### src/rtl/gfx_blender_multi.sv
// Per-pixel blender: replace / alpha / saturating add / multiply over CH channels of CW bits.
// Reads the target pixel only when the blend result depends on it; transparent alpha fragments are dropped.
`timescale 1ns/1ps
module gfx_blender_multi #(
  parameter int PW  = 16,
  parameter int CW  = 8,
  parameter int CH  = 3,
  parameter int BPP = 4
) (
  input  logic             clk_i,
  input  logic             rst_ni,
  input  logic [1:0]       mode_i,
  input  logic [31:0]      target_base_i,
  input  logic [PW-1:0]    target_size_x_i,
  input  logic [7:0]       global_alpha_i,
  input  logic [PW-1:0]    x_i,
  input  logic [PW-1:0]    y_i,
  input  logic [PW-1:0]    z_i,
  input  logic [7:0]       alpha_i,
  input  logic [CH*CW-1:0] color_i,
  input  logic             write_i,
  output logic             ack_o,
  output logic             target_request_o,
  output logic [31:0]      target_addr_o,
  input  logic [CH*CW-1:0] target_data_i,
  input  logic             target_ack_i,
  input  logic             wbm_busy_i,
  output logic [PW-1:0]    pixel_x_o,
  output logic [PW-1:0]    pixel_y_o,
  output logic [PW-1:0]    pixel_z_o,
  output logic [CH*CW-1:0] pixel_color_o,
  output logic             write_o,
  input  logic             ack_i
);

  localparam int CD = CH * CW;
  localparam int MW = (2 * CW + 1 > CW + 9) ? 2 * CW + 1 : CW + 9;
  localparam int AW = 2 * PW + 8;

  localparam logic [1:0] M_REPLACE = 2'd0;
  localparam logic [1:0] M_ALPHA   = 2'd1;
  localparam logic [1:0] M_ADD     = 2'd2;
  localparam logic [1:0] M_MUL     = 2'd3;

  typedef enum logic [2:0] {
    S_IDLE, S_ALPHA, S_READ, S_BLEND, S_WRITE, S_WACK, S_DONE
  } state_t;

  state_t state_reg, state_next;

  logic [1:0]    mode_reg;
  logic [PW-1:0] x_reg, y_reg, z_reg;
  logic [CD-1:0] src_reg, dst_reg;
  logic [15:0]   p_reg;
  logic [8:0]    a_prime_reg;

  logic [7:0]    a_calc;
  logic [8:0]    inv_alpha;
  logic [AW-1:0] pix_offset;
  logic [CD-1:0] blend_color;

  // Rounded divide-by-255 of the alpha product, so 255*255 maps to 255 and 0 to 0.
  assign a_calc     = 8'((17'(p_reg) + 17'(p_reg[15:8]) + 17'd128) >> 8);
  assign inv_alpha  = 9'd256 - a_prime_reg;
  assign pix_offset = AW'(y_reg) * AW'(target_size_x_i) + AW'(x_reg);

  for (genvar gi = 0; gi < CH; gi++) begin : g_ch
    logic [CW-1:0] s_ch, d_ch, alpha_res, add_term, add_res, mul_res;
    logic [CW:0]   add_sum, s_prime;
    logic [MW-1:0] sa_prod;

    assign s_ch      = src_reg[gi*CW +: CW];
    assign d_ch      = dst_reg[gi*CW +: CW];
    assign sa_prod   = MW'(s_ch) * MW'(a_prime_reg);
    assign alpha_res = CW'((sa_prod + MW'(d_ch) * MW'(inv_alpha) + MW'(128)) >> 8);
    assign add_term  = CW'((sa_prod + MW'(128)) >> 8);
    assign add_sum   = {1'b0, d_ch} + {1'b0, add_term};
    assign add_res   = add_sum[CW] ? {CW{1'b1}} : add_sum[CW-1:0];
    // Full-scale source maps to 2^CW so that multiplying by white is an identity.
    assign s_prime   = {1'b0, s_ch} + (CW+1)'(s_ch[CW-1]);
    assign mul_res   = CW'((MW'(s_prime) * MW'(d_ch) + MW'(1 << (CW - 1))) >> CW);

    assign blend_color[gi*CW +: CW] = (mode_reg == M_ALPHA) ? alpha_res :
                                      (mode_reg == M_ADD)   ? add_res   :
                                      (mode_reg == M_MUL)   ? mul_res   : s_ch;
  end

  always_comb begin
    state_next = state_reg;
    case (state_reg)
      S_IDLE:  if (write_i && !ack_o) state_next = S_ALPHA;
      S_ALPHA: begin
        if (mode_reg == M_ALPHA && a_calc == 8'd0)
          state_next = S_DONE;
        else if (mode_reg == M_REPLACE || (mode_reg == M_ALPHA && a_calc == 8'd255))
          state_next = S_WRITE;
        else
          state_next = S_READ;
      end
      S_READ:  if (target_ack_i) state_next = S_BLEND;
      S_BLEND: state_next = S_WRITE;
      S_WRITE: state_next = S_WACK;
      S_WACK:  if (ack_i) state_next = S_DONE;
      S_DONE:  state_next = S_IDLE;
      default: state_next = S_IDLE;
    endcase
  end

  always_ff @(posedge clk_i or negedge rst_ni) begin
    if (!rst_ni) begin
      state_reg        <= S_IDLE;
      mode_reg         <= '0;
      x_reg            <= '0;
      y_reg            <= '0;
      z_reg            <= '0;
      src_reg          <= '0;
      dst_reg          <= '0;
      p_reg            <= '0;
      a_prime_reg      <= '0;
      ack_o            <= 1'b0;
      target_request_o <= 1'b0;
      target_addr_o    <= '0;
      pixel_x_o        <= '0;
      pixel_y_o        <= '0;
      pixel_z_o        <= '0;
      pixel_color_o    <= '0;
      write_o          <= 1'b0;
    end else begin
      state_reg <= state_next;
      ack_o     <= 1'b0;
      case (state_reg)
        S_IDLE: begin
          if (write_i && !ack_o) begin
            mode_reg <= mode_i;
            x_reg    <= x_i;
            y_reg    <= y_i;
            z_reg    <= z_i;
            src_reg  <= color_i;
            p_reg    <= 16'(alpha_i) * 16'(global_alpha_i);
          end
        end
        S_ALPHA: begin
          a_prime_reg   <= 9'(a_calc) + 9'(a_calc[7]);
          target_addr_o <= target_base_i + 32'(pix_offset * AW'(BPP));
          if (state_next == S_WRITE) pixel_color_o <= src_reg;
        end
        S_READ: begin
          if (target_ack_i) begin
            target_request_o <= 1'b0;
            dst_reg          <= target_data_i;
          end else begin
            target_request_o <= !wbm_busy_i | target_request_o;
          end
        end
        S_BLEND: pixel_color_o <= blend_color;
        S_WRITE: begin
          pixel_x_o <= x_reg;
          pixel_y_o <= y_reg;
          pixel_z_o <= z_reg;
          write_o   <= 1'b1;
        end
        S_WACK:  write_o <= 1'b0;
        S_DONE:  ack_o   <= 1'b1;
        default: ;
      endcase
    end
  end

endmodule

### config.mk
export PLATFORM = sky130hd
export DESIGN_NAME = gfx_blender_multi
export DESIGN_NICKNAME = d
export VERILOG_FILES = /design/src/rtl/gfx_blender_multi.sv
export SDC_FILE = /design/constraint.sdc
export NUM_CORES = 2
export LEC_CHECK = 0
export CAP_MARGIN = 20
export CELL_PAD_IN_SITES_DETAIL_PLACEMENT = 1
export CELL_PAD_IN_SITES_GLOBAL_PLACEMENT = 2
export CORE_MARGIN = 5
export CORE_UTILIZATION = 30
export DETAILED_ROUTE_END_ITERATION = 8
export PLACE_DENSITY = 0.73
export SYNTH_ARGS = -nofsm -noshare
export SYNTH_HDL_FRONTEND = slang
export SYNTH_SLANG_ARGS = --single-unit
### constraint.sdc
create_clock -name clk_i -period 8.9 [get_ports clk_i]
set_input_delay 1.335 -clock clk_i [delete_from_list [all_inputs] [get_ports clk_i]]
set_output_delay 1.335 -clock clk_i [all_outputs]
set_load 0.02 [all_outputs]
==> metrics.txt <==
clk slew on worst S/H paths 0.06 ns; Worst Setup End Kind register; synth cell count leaders inv_1, nand2_1, fa_1; most common cell in the netlist inv_1; die width 393.9 µm; num rows 140; flops & latches, synth around 230; Post-synth ARST share 100.0%; maximum capacitance violations 0; area share of xor/xnor cells in the synthesized design under 10%; Slowest-stage cell, CP fa_1; final hold violations 0; worst-skew pair later-pin latency roughly 0.60 ns; Worst Path Max Fanout 11; clk root buf clkbuf_16; Final nets 6698; synthesis-to-layout area growth 16.35%; DRC violations left 0; largest family of logic cells by synthesized area adder cells; Synth Area in Simple Gates a little under a fifth; largest cells by area after synthesis fa_1, ha_1, dfrtp_1; Port Buffers 274; Main synth FF type dfrtp_1; Bufs on Longest Clock Path 3; Fin Hold WS 0.4700 ns; I/O Pins 275; via count 34660; EDFF count, synth 0; max-slew violation count 0; clock sink count 233; Syn Inst Count 5024; CTS tree done; CP delay by family, top adder cells; Reg with most FFs target_addr_o; max reg flops 32; Detail Route Antenna Nets 0; Arr. time, crit path just under 9 ns; status finished clean; Yosys Warn Count 0; initial core utilization 30.26%; vias in the first global route 39190; Hold Crit Class register to register; Slew headroom 31.90%; hold path depth 2; Startpoint Class register; worst setup path category register to register; post-CTS setup buffer count 0; initial DRC count ~1200; Via-to-Cell Ratio 4.766; most frequent CP cell fa_1; pin count of the biggest net entering global routing 115; Final HPWL DP 117.9 mm; DR WL/cell 19.84 µm; Compound-Gate Fraction of Synth Area 7.253%; layout cells sized above 1 6.856%; Tmin final around 8.5 ns; Resize count post-CTS 0; syn_nets 6396; remaining global-route overflow 0; final WL between 100 and 150 mm; antenna violations before repair 12; Worst Path Required 9.33 ns; top cell type's share of synthesized area 29.75%; # setup viols final 0; clk_skew between 0.02 and 0.03 ns; fin crit share 95.64%; Tot GR Track Use 18.74%; placed insts 7205; Core Box Area 146100 µm²; Num CTS Buffers 36; register area 5838 µm²; Die H between 300 and 400 µm; Cell Count, Final, Fillers Out around 7300; drt first pass iters 5; FF-to-FF path depth 30; Worst path max stage delay 0.54 ns; multi-input logic area between 30000 and 40000 µm²; worst path bufs/invs 9; post-synth top area cell fa_1; library cells used by synthesis between 70 and 80; Max Fclk 117.5 MHz; hold buffer count at cts 0; H-tree levels 2; fill count 17070; RSZ-0062 raised after global routing no; mux cell area share after synthesis 1.907%; worst-margin pin slew roughly 1.0 ns; Post-Synth Adder-Cell Area 45.27%; first-pass GRT wire length 228.2 mm; Avg Synthesized Cell Area 8.800 µm²; Seq/Total Area, Yosys 13.19%; Crit path depth 30; GPL Wtd Cong 0.8381; Post-Syn Area ~44000 µm²; die area 155200 µm²
[routing by layer]
layer / global-route usage (%) / wire [µm]
met5: 0 / 40
met1: 23.67 / 62970
met4: 4.253 / 3432
met2: 33.94 / 72870
met3: 2.586 / 4977
[cell type report]
type	instances	share of cell area, %
Multi-Input combinational cell	3672	66.64
Sequential cell	233	11.35
Timing Repair Buffer	464	8.211
Inverter	919	6.706
Tap cell	1917	4.663
Clock buffer	43	1.880
Clock inverter	22	0.5375
Antenna cell	3	0.01459
[cells by family (layout without fill, tap and decap cells)]
| group | Yosys count | count (layout) |
|---|---|---|
| simple gates | 1661 | 1661 |
| fa+ha+maj | 1206 | 1206 |
| buf+inv | 1119 | 1448 |
| compound gates | 493 | 493 |
| xor+xnor | 237 | 237 |
| flops | 233 | 233 |
| mux | 75 | 75 |
| other cells | 0 | 3 |
[worst register-to-register path: cells and delay by family (launching register included)]
family	cells	cell delay, ns
adders and majority gates	11	4.93
buffers and inverters	9	1.00
AOI/OAI and AO/OA	5	1.22
xor gates and xnor gates	2	0.24
and+or+nand+nor	3	0.44
DFF	1	0.53
[worst paths after layout]
kind	slack, ns	endpoint	startpoint
min in group asynchronous	0.71	y_reg[9]$_DFFE_PN0P_	rst_ni
worst max-delay path	0.39	pixel_color_o[4]$_DFFE_PN0P_	a_prime_reg[3]$_DFFE_PN0N_
worst min register to register	0.47	z_reg[3]$_DFFE_PN0P_	z_reg[3]$_DFFE_PN0P_
worst max register to register	0.39	pixel_color_o[4]$_DFFE_PN0P_	a_prime_reg[3]$_DFFE_PN0N_
worst min-delay path	0.47	z_reg[3]$_DFFE_PN0P_	z_reg[3]$_DFFE_PN0P_
max in group asynchronous	6.90	mode_reg[0]$_DFFE_PN0P_	rst_ni
[stage by stage]
stage	TNS, ns	setup WS [ns]	area (µm²)	utilization [%]
finish	0	0.3880	51440	35.21
global route	0	0.004016	51440	35.21
CTS	0	0.09549	51400	35.19
detailed placement	-0.5932	-0.2311	50160	34.34
global placement	-0.07101	-0.04635	50160	34.34
floorplan	0	0.7504	44210	-
[placed cells by master (no fill, tap or decap), types with 73 or more instances in the layout]
cell,count
xor2_1,73
ha_1,547
inv_1,918
dfrtp_1,227
clkdlybuf4s50_1,273
xnor2_1,156
nor2_1,115
mux2_2,74
a21oi_1,108
o21ai_0,123
fa_1,657
nand2_1,803
buf_4,186
and2_1,515
Power is left out: the tool's default activity adds up to more than one toggle a clock period on the data nets, which glitch-free logic cannot reach.
